--- src/rtl/neuron_output_stage.sv ---
// Neuron output stage: accumulates N_PARTS sign-magnitude MAC partial sums plus bias,
// then rescales, clips and optionally rectifies the result into an 8-bit activation.
module neuron_output_stage #(
  parameter int unsigned N_PARTS = 4,
  parameter int unsigned SHIFT   = 7,
  parameter int unsigned RELU    = 1
) (
  input  logic        clk,
  input  logic        rst,
  input  logic        mac_valid,
  output logic        mac_ready,
  input  logic [20:0] mac_data,
  input  logic [7:0]  bias,
  output logic        act_valid,
  input  logic        act_ready,
  output logic [7:0]  act_data,
  output logic        act_sat,
  output logic [7:0]  neuron_idx
);

  localparam int unsigned ACC_W = 26;
  localparam int unsigned CNT_W = (N_PARTS > 1) ? $clog2(N_PARTS) : 1;
  localparam logic [CNT_W-1:0] LAST_BEAT = CNT_W'(N_PARTS - 1);

  typedef enum logic [1:0] {
    ACCUM  = 2'd0,
    FINISH = 2'd1,
    OUTPUT = 2'd2
  } state_e;

  state_e           state_q, state_d;
  logic [ACC_W-1:0] acc_q, acc_d;
  logic [CNT_W-1:0] cnt_q, cnt_d;
  logic             act_valid_q, act_valid_d;
  logic [7:0]       act_data_q, act_data_d;
  logic             act_sat_q, act_sat_d;
  logic [7:0]       idx_q, idx_d;

  logic [ACC_W-1:0] beat_mag, beat_term;
  logic [ACC_W-1:0] bias_mag, bias_term;
  logic             acc_neg;
  logic [ACC_W-1:0] acc_abs, mag_sh;
  logic [6:0]       res_mag;
  logic             res_sat;
  logic [7:0]       res_data;

  assign mac_ready  = (state_q == ACCUM) && !rst;
  assign act_valid  = act_valid_q;
  assign act_data   = act_data_q;
  assign act_sat    = act_sat_q;
  assign neuron_idx = idx_q;

  // Sign-magnitude operands mapped onto the two's complement accumulator.
  always_comb begin
    beat_mag  = ACC_W'(mac_data[19:0]);
    beat_term = mac_data[20] ? (ACC_W'(0) - beat_mag) : beat_mag;
    bias_mag  = ACC_W'(bias[6:0]) << SHIFT;
    bias_term = bias[7] ? (ACC_W'(0) - bias_mag) : bias_mag;
  end

  // Rescale, clip and rectify the finished sum; zero magnitude never carries a sign.
  always_comb begin
    acc_neg  = acc_q[ACC_W-1];
    acc_abs  = acc_neg ? (ACC_W'(0) - acc_q) : acc_q;
    mag_sh   = acc_abs >> SHIFT;
    res_sat  = 1'b0;
    res_mag  = mag_sh[6:0];
    if (mag_sh > ACC_W'(127)) begin
      res_mag = 7'd127;
      res_sat = 1'b1;
    end
    res_data = {acc_neg, res_mag};
    if ((RELU != 0) && acc_neg) begin
      res_data = 8'h00;
      res_sat  = 1'b0;
    end else if (res_mag == 7'd0) begin
      res_data = 8'h00;
    end
  end

  always_comb begin
    state_d     = state_q;
    acc_d       = acc_q;
    cnt_d       = cnt_q;
    act_valid_d = act_valid_q;
    act_data_d  = act_data_q;
    act_sat_d   = act_sat_q;
    idx_d       = idx_q;
    case (state_q)
      ACCUM: begin
        if (mac_valid) begin
          acc_d = acc_q + beat_term + ((cnt_q == '0) ? bias_term : ACC_W'(0));
          if (cnt_q == LAST_BEAT) begin
            cnt_d   = '0;
            state_d = FINISH;
          end else begin
            cnt_d = cnt_q + CNT_W'(1);
          end
        end
      end
      FINISH: begin
        act_data_d  = res_data;
        act_sat_d   = res_sat;
        act_valid_d = 1'b1;
        state_d     = OUTPUT;
      end
      OUTPUT: begin
        if (act_ready) begin
          act_valid_d = 1'b0;
          idx_d       = idx_q + 8'd1;
          acc_d       = '0;
          state_d     = ACCUM;
        end
      end
      default: state_d = ACCUM;
    endcase
  end

  always_ff @(posedge clk) begin
    if (rst) begin
      state_q     <= ACCUM;
      acc_q       <= '0;
      cnt_q       <= '0;
      act_valid_q <= 1'b0;
      act_data_q  <= 8'h00;
      act_sat_q   <= 1'b0;
      idx_q       <= 8'h00;
    end else begin
      state_q     <= state_d;
      acc_q       <= acc_d;
      cnt_q       <= cnt_d;
      act_valid_q <= act_valid_d;
      act_data_q  <= act_data_d;
      act_sat_q   <= act_sat_d;
      idx_q       <= idx_d;
    end
  end

endmodule
--- config.mk ---
export PLATFORM = sky130hd
export DESIGN_NAME = neuron_output_stage
export DESIGN_NICKNAME = d
export VERILOG_FILES = /design/src/rtl/neuron_output_stage.sv
export SDC_FILE = /design/constraint.sdc
export NUM_CORES = 1
export LEC_CHECK = 0
export CAP_MARGIN = 10
export CORE_MARGIN = 1
export CORE_UTILIZATION = 50
export CTS_CLUSTER_DIAMETER = 120
export DETAILED_ROUTE_END_ITERATION = 10
export MAX_ROUTING_LAYER = met4
export PLACE_DENSITY_LB_ADDON = 0.25
export SYNTH_ARGS = -nofsm -noshare
export SYNTH_HDL_FRONTEND = slang
export SYNTH_SLANG_ARGS = --single-unit
--- constraint.sdc ---
create_clock -name clk -period 11.8 [get_ports clk]
set_clock_uncertainty 0.2 [all_clocks]
set_input_delay 2.36 -clock clk [delete_from_list [all_inputs] [get_ports clk]]
set_output_delay 2.36 -clock clk [all_outputs]
set_load 0.01 [all_outputs]
==> impl_metrics.yaml, run 1 <==
synth:
  syn-cell-area_sq_um: 4242
  synth-seq-cells: 47
  async_flop_share: 0
  synth_commonest_cells: "49 x inv_1, 48 x nor2_1, 47 x dfxtp_1, 47 x nand2_1, 36 x ha_1"
  ys_warn_count: 0
  synth_top_cell_by_area: "dfxtp_1"
  synthCells: 511
  synthDistinctLibCells: 64
  synth_area_per_cell_sq_um: 8.301
  synth_nets: 599
  synthTopCellsByArea: "dfxtp_1 22%, ha_1 11%, fa_1 9.0%"
  ys_seq_area_frac: 0.2218
  synth_top_flop_cell: "dfxtp_1"
  yosys.area.top_type_share: 0.2218
  synth.most_common_cell: "inv_1"
  synth-edff-count: 0
clock_tree:
  cts_tree: "built"
  cts_made_buffers: 5
  clock_latency_ns: 0.31
  cts.path.max_buffers: 2
  numClockSinks: 47
  clk_pin_slew_worst_paths_ns: 0.09
  htreeDepth: 2
  ctsResizeCount: 0
  cts_root_buf: "clkbuf_8"
  cts_setup_buffers: 0
  cts_hold_buf: 0
cells_and_area:
  regArea_sq_um: 940.9
  layout.nets: 642
  final_cells: 660
  drive_gt1_frac: 0.04144
  area_growth_pct: 16.46
  multi_input_area_sq_um: 3035
  n_fill_cell: 748
  antenna_cells: 0
floorplan:
  die_width_um: 94.11
  initial_core_util: 0.5162
  die_h_um: 94.11
  ios: 52
  design.core.area_sq_um: 8217
  row_count: 33
  dieArea_sq_um: 8856
power_and_ir_drop:
  p_comb_frac: 0.624
  p_switching_uw: 428.4
  leakagePower_uw: 0.002210
  p_int_uw: 529.3
  p_seq_frac: 0.245
  clkPwrFrac: 0.131
  ir_drop_mv: 0.1175
  powerDensity_nw_per_um2: 193.9
  power_uw: 957.7
  sw_frac_of_total: 0.4473
place:
  place_congestion: 0.8895
  io_buffers: 50
  hpwl_um: 7950
  dp_cells: 652
  dp_slack_ns: 4.601
sta:
  finalSetupViolations: 0
  min_period_over_period: 0.5811
  rsz0062_at_grt: "false"
  fin_ws_ns: 4.944
  min_period_ns: 6.856
  final_hold_viol_count: 0
  tns_ns: 0
  worst_pin_slew_ns: 1.044
  max_freq_mhz: 145.8
  slew_violations: 0
  slew_headroom: 0.3015
global_route:
  grt_pass1_vias: 3562
  grt_pass1_wl_um: 16140
  grt_max_degree: 34
  grtUsageTotal: 0.2387
  antenna_found_initial: 0
  grt_overflow: 0
critical_path:
  crit_slowest_cell: "fa_1"
  critPathKind: "primary input to register"
  cpPeakStageDelay_ns: 0.50
  r2r_slack_ns: 7.41
  worstPathArrival_ns: 6.90
  reg2reg_depth: 15
  start_kind: "primary input"
  r2r-start: "cnt_q[0]$_SDFFE_PP0P_"
  cp_common_cell: "nand2_1"
  crit_path_max_fanout: 5
  required_ns: 11.84
  crit_chain: "clkdlybuf4s50_1 > inv_1 > ha_1 > nand2_1 > nor3_1 > nand2_1 > o31ai_1 > nand2_1 > xnor2_1 > fa_1 > inv_1 > ha_1 > a21o_1 > a21o_1 > a21oi_1 > nand3b_1 > o311a_1 > o311ai_1 > a2111o_1 > nand3_1"
  r2r_end: "acc_q[25]$_SDFFE_PP0P_"
  endpoint_kind: "register"
route:
  wl_per_cell_um: 14.88
  wirelength_um: 9824
  vias: 3739
  route.detailed.drc: 0
  viasPerCell: 5.665
  drtIter0Drc: 146
  ant_nets: 0
  first_pass_iters: 4
run:
  drv_cap: 0
worst_hold_path:
  hold_class: "register to register"
  min_from: "act_sat$_SDFFE_PP0P_"
  holdPathStages: 1
  min_to: "act_sat$_SDFFE_PP0P_"
status:
  outcome: "finished, final reports clean"
## metrics by stage
| step | instance area, sq um | hold slack, ns | utilization |
|---|---|---|---|
| 6_report | 4940 | 0.2722 | 0.6012 |
| 4_1_cts | 4940 | 0.2779 | 0.6012 |
| 3_3_place_gp | 4818 | 0.2536 | 0.5864 |
| 5_1_grt | 4940 | 0.2857 | 0.6012 |
| 2_1_floorplan | 4242 | 0.2530 | - |
| 3_5_place_dp | 4818 | 0.2563 | 0.5864 |
## cell usage in the layout, fill, tap and decap left out, types with 6 or more instances in the layout
cell type | netlist | routed
a21o_1 | 14 | 14
a21oi_1 | 21 | 21
a221o_1 | 7 | 7
a22o_1 | 9 | 9
a22oi_1 | 9 | 9
and3_1 | 6 | 6
clkbuf_8 | 0 | 6
clkdlybuf4s50_1 | 0 | 50
dfxtp_1 | 47 | 47
fa_1 | 19 | 19
ha_1 | 36 | 36
inv_1 | 49 | 49
nand2_1 | 47 | 47
nand3_1 | 10 | 10
nand4_1 | 6 | 6
nor2_1 | 48 | 48
nor3_1 | 13 | 13
o21ai_0 | 11 | 11
o31ai_1 | 10 | 10
or3_1 | 6 | 6
xnor2_1 | 30 | 30
xor2_1 | 20 | 20
## final cells by class
class / count / area share
Inverter: 50 / 0.03799
Tap cell: 105 / 0.02660
Clock buffer: 6 / 0.01672
Timing Repair Buffer: 53 / 0.1059
Clock inverter: 2 / 0.007852
Multi-Input combinational cell: 397 / 0.6145
Sequential cell: 47 / 0.1905
## worst max-delay path, delay by kind of cell
kind            cells  cell delay (ns)
fa+ha+maj           3             1.02
simple gates        6             0.94
xor+xnor            1             0.17
buf+inv             3             0.59
compound gates      7             1.80
## flip-flops by register name, indices dropped and copies added, names as in the netlist
name,cells
state_q,2
cnt_q,2
act_sat,1
neuron_idx,8
act_valid,1
acc_q,26
act_data,7
## worst max path at each step
| stage | from | endpoint | slack, ns | depth (start not counted) |
|---|---|---|---|---|
| floorplan | mac_data[2] | acc_q[24]$_SDFFE_PP0P_ | 5.50 | 19 |
| global route | mac_data[2] | acc_q[24]$_SDFFE_PP0P_ | 4.58 | 20 |
| finish | mac_data[0] | acc_q[25]$_SDFFE_PP0P_ | 4.94 | 20 |
| CTS | mac_data[0] | acc_q[25]$_SDFFE_PP0P_ | 4.92 | 20 |
| global placement | mac_data[2] | acc_q[24]$_SDFFE_PP0P_ | 4.69 | 20 |
| detailed placement | mac_data[0] | acc_q[25]$_SDFFE_PP0P_ | 4.60 | 20 |
## logic make-up (layout without fill, tap and decap cells)
family          after synthesis  in the layout  synth area share
compound gates              119            119            0.2106
xor+xnor                     50             50            0.1032
fa+ha+maj                    55             55            0.1959
buf+inv                      67            111           0.06254
flops                        47             47            0.2218
mux                           4              4          0.009440
other cells                   1              1         0.0008841
simple gates                168            168            0.1956
## per-layer routing
metal | GRT usage | share of wire | vias to the layer above
met1 | 0.2903 | 0.46 | 1771
met2 | 0.4082 | 0.50 | 64
met3 | 0.03883 | 0.028 | 20
li1 | - | - | 1884
met5 | - | 0 | -
met4 | 0.06538 | 0.020 | 0
## power groups by stage
stage / combinational (uW) / sequential, uW / clock, uW
3_5_place_dp: 595 / 238 / 0
3_3_place_gp: 581 / 238 / 0
4_1_cts: 598 / 234 / 127
6_report: 598 / 234 / 126
5_1_grt: 674 / 241 / 135
2_1_floorplan: 487 / 219 / 0
(Power assumes the default switching activity.)
==> run 2, diff against run 1 <==
==> constraint.sdc (replaced) <==
create_clock -name clk -period 5.8 [get_ports clk]
set_clock_uncertainty 0.2 [all_clocks]
set_input_delay 1.16 -clock clk [delete_from_list [all_inputs] [get_ports clk]]
set_output_delay 1.16 -clock clk [all_outputs]
set_load 0.01 [all_outputs]
==> run 2 against run 1 <==
Compared with the run above: utilization up 1.0 points; highest routed layer unchanged; die area unchanged; register-to-register slack worse by 6.0 ns; design area up 1.7%; critical endpoint is now acc_q[24]$_SDFFE_PP0P_; critical path type unchanged; global-route usage up 1.4 points; power up 100%; non-clock buffer count up 14.
==> impl_metrics.yaml, run 2 (synthesis results as in run 1) <==
clock_tree:
  cts_hold_buf: 0
  ctsResizeCount: 0
  clk_pin_slew_worst_paths_ns: 0.09
  htreeDepth: 2
  cts_tree: "built"
  cts_root_buf: "clkbuf_8"
  numClockSinks: 47
  cts.path.max_buffers: 2
  cts_made_buffers: 5
  cts_setup_buffers: 0
  clock_latency_ns: 0.31
critical_path:
  path_buf_inv: 2
  required_ns: 5.80
  cpPeakStageDelay_ns: 0.46
  start_kind: "primary input"
  crit_path_max_fanout: 5
  crit_chain: "clkdlybuf4s50_1 > nor2_1 > nand4b_1 > nor2_1 > nand2_1 > or4_1 > or4_1 > o31ai_2 > xor2_1 > fa_1 > inv_1 > ha_1 > nand2_1 > nor2_1 > a211oi_1 > o21ai_0 > a31oi_1 > o21ai_1 > xor2_1 > a22o_1"
  cp.depth: 20
  critPathKind: "primary input to register"
  crit_start: "mac_data[3]"
  cp_common_cell: "nor2_1"
  r2r-start: "cnt_q[0]$_SDFFE_PP0P_"
  reg2reg_depth: 15
  crit_family: "simple AND/OR/NAND/NOR gates"
  endpoint_kind: "register"
  crit_slowest_cell: "or4_1"
  worstPathArrival_ns: 5.44
worst_hold_path:
  holdPathStages: 1
  hold_class: "register to register"
  min_from: "act_sat$_SDFFE_PP0P_"
sta:
  worst_pin_slew_ns: 1.107
  finalSetupViolations: 0
  final_hold_viol_count: 0
  fin_ws_ns: 0.3637
  slew_headroom: 0.2592
  max_freq_mhz: 183.9
  min_period_over_period: 0.9373
  rsz0062_at_grt: "false"
  min_period_ns: 5.436
  slew_violations: 0
route:
  viasPerCell: 5.617
  route.detailed.drc: 0
  ant_nets: 0
  vias: 3786
  wl_per_cell_um: 15.02
  first_pass_iters: 4
  drtIter0Drc: 178
  wirelength_um: 10130
floorplan:
  ios: 52
  design.core.area_sq_um: 8217
  die_h_um: 94.11
  initial_core_util: 0.5162
  row_count: 33
  dieArea_sq_um: 8856
  die_width_um: 94.11
status:
  outcome: "finished, final reports clean"
global_route:
  grtUsageTotal: 0.2527
  grt_pass1_wl_um: 17260
  grt_max_degree: 34
  antenna_found_initial: 0
  grt_overflow: 0
  grt_pass1_vias: 3691
cells_and_area:
  largest_reg_flops: 26
  n_fill_cell: 742
  design_area_sq_um: 5025
  regMostFlops: "acc_q"
  layout_common_cells: "50 x clkdlybuf4s50_1, 49 x inv_1, 48 x nor2_1, 47 x nand2_1, 47 x dfxtp_1"
  antenna_cells: 0
  final_common_cell: "clkdlybuf4s50_1"
  area_growth_pct: 18.47
  drive_gt1_frac: 0.06678
  layout.nets: 656
power_and_ir_drop:
  leakagePower_uw: 0.002261
  powerDensity_nw_per_um2: 389.9
  power_uw: 1959
  ir_drop_mv: 0.2175
place:
  post_dp_cell_area_sq_um: 4916
  io_buffers: 50
  hpwl_um: 8176
  place_congestion: 0.8649
  dp_slack_ns: -0.009493
run:
  drv_cap: 0
run 2: changes by cell type in the layout (fill, tap and decap cells not counted), sizes merged:
| cell | previous run | this run |
|---|---|---|
| buf | 3 | 17 |
| clkinv | 0 | 1 |
| inv | 51 | 50 |
| bufinv | 1 | 0 |
| clkinvlp | 0 | 1 |
run 2: final cells by class:
class	count	area [sq um]	share of cell area
clock buffers	6	82.58	0.01643
clock inverters	2	16.27	0.003237
inverters	50	187.7	0.03735
multi-input cells	397	3040	0.6051
flip-flops and latches	47	940.9	0.1873
well taps	105	131.4	0.02615
repair buffers	67	625.6	0.1245
run 2: layer usage:
| metal | vias to the layer above | global-route usage | share of wire | wire length (um) |
|---|---|---|---|---|
| met4 | 0 | 0.06026 | 0.012 | 117 |
| met5 | - | - | 0 | 0 |
| met1 | 1813 | 0.3146 | 0.46 | 4626 |
| met2 | 52 | 0.4373 | 0.51 | 5119 |
| li1 | 1909 | - | - | - |
| met3 | 12 | 0.02751 | 0.026 | 261 |
run 2: metrics by stage:
stage | TNS [ns] | util | instances | hold slack [ns]
floorplan | 0 | - | 511 | 0.2530
global placement | 0 | 0.5983 | 665 | 0.2510
detailed placement | -0.009493 | 0.5983 | 665 | 0.2413
CTS | 0 | 0.6103 | 673 | 0.2630
global route | 0 | 0.6115 | 674 | 0.2856
finish | 0 | 0.6115 | 674 | 0.2607
run 2: path summary, 6_finish.rpt:
check | endpoint | slack (ns)
worst max register to register | acc_q[25]$_SDFFE_PP0P_ | 1.46
worst max-delay path | acc_q[24]$_SDFFE_PP0P_ | 0.36
worst min-delay path | act_sat$_SDFFE_PP0P_ | 0.26
worst min register to register | act_sat$_SDFFE_PP0P_ | 0.26
run 2: power breakdown:
group          switching [uW]  internal (uW)  total (uW)
logic                     673            592        1270
registers                96.8            384         480
clock network             116           97.4         214
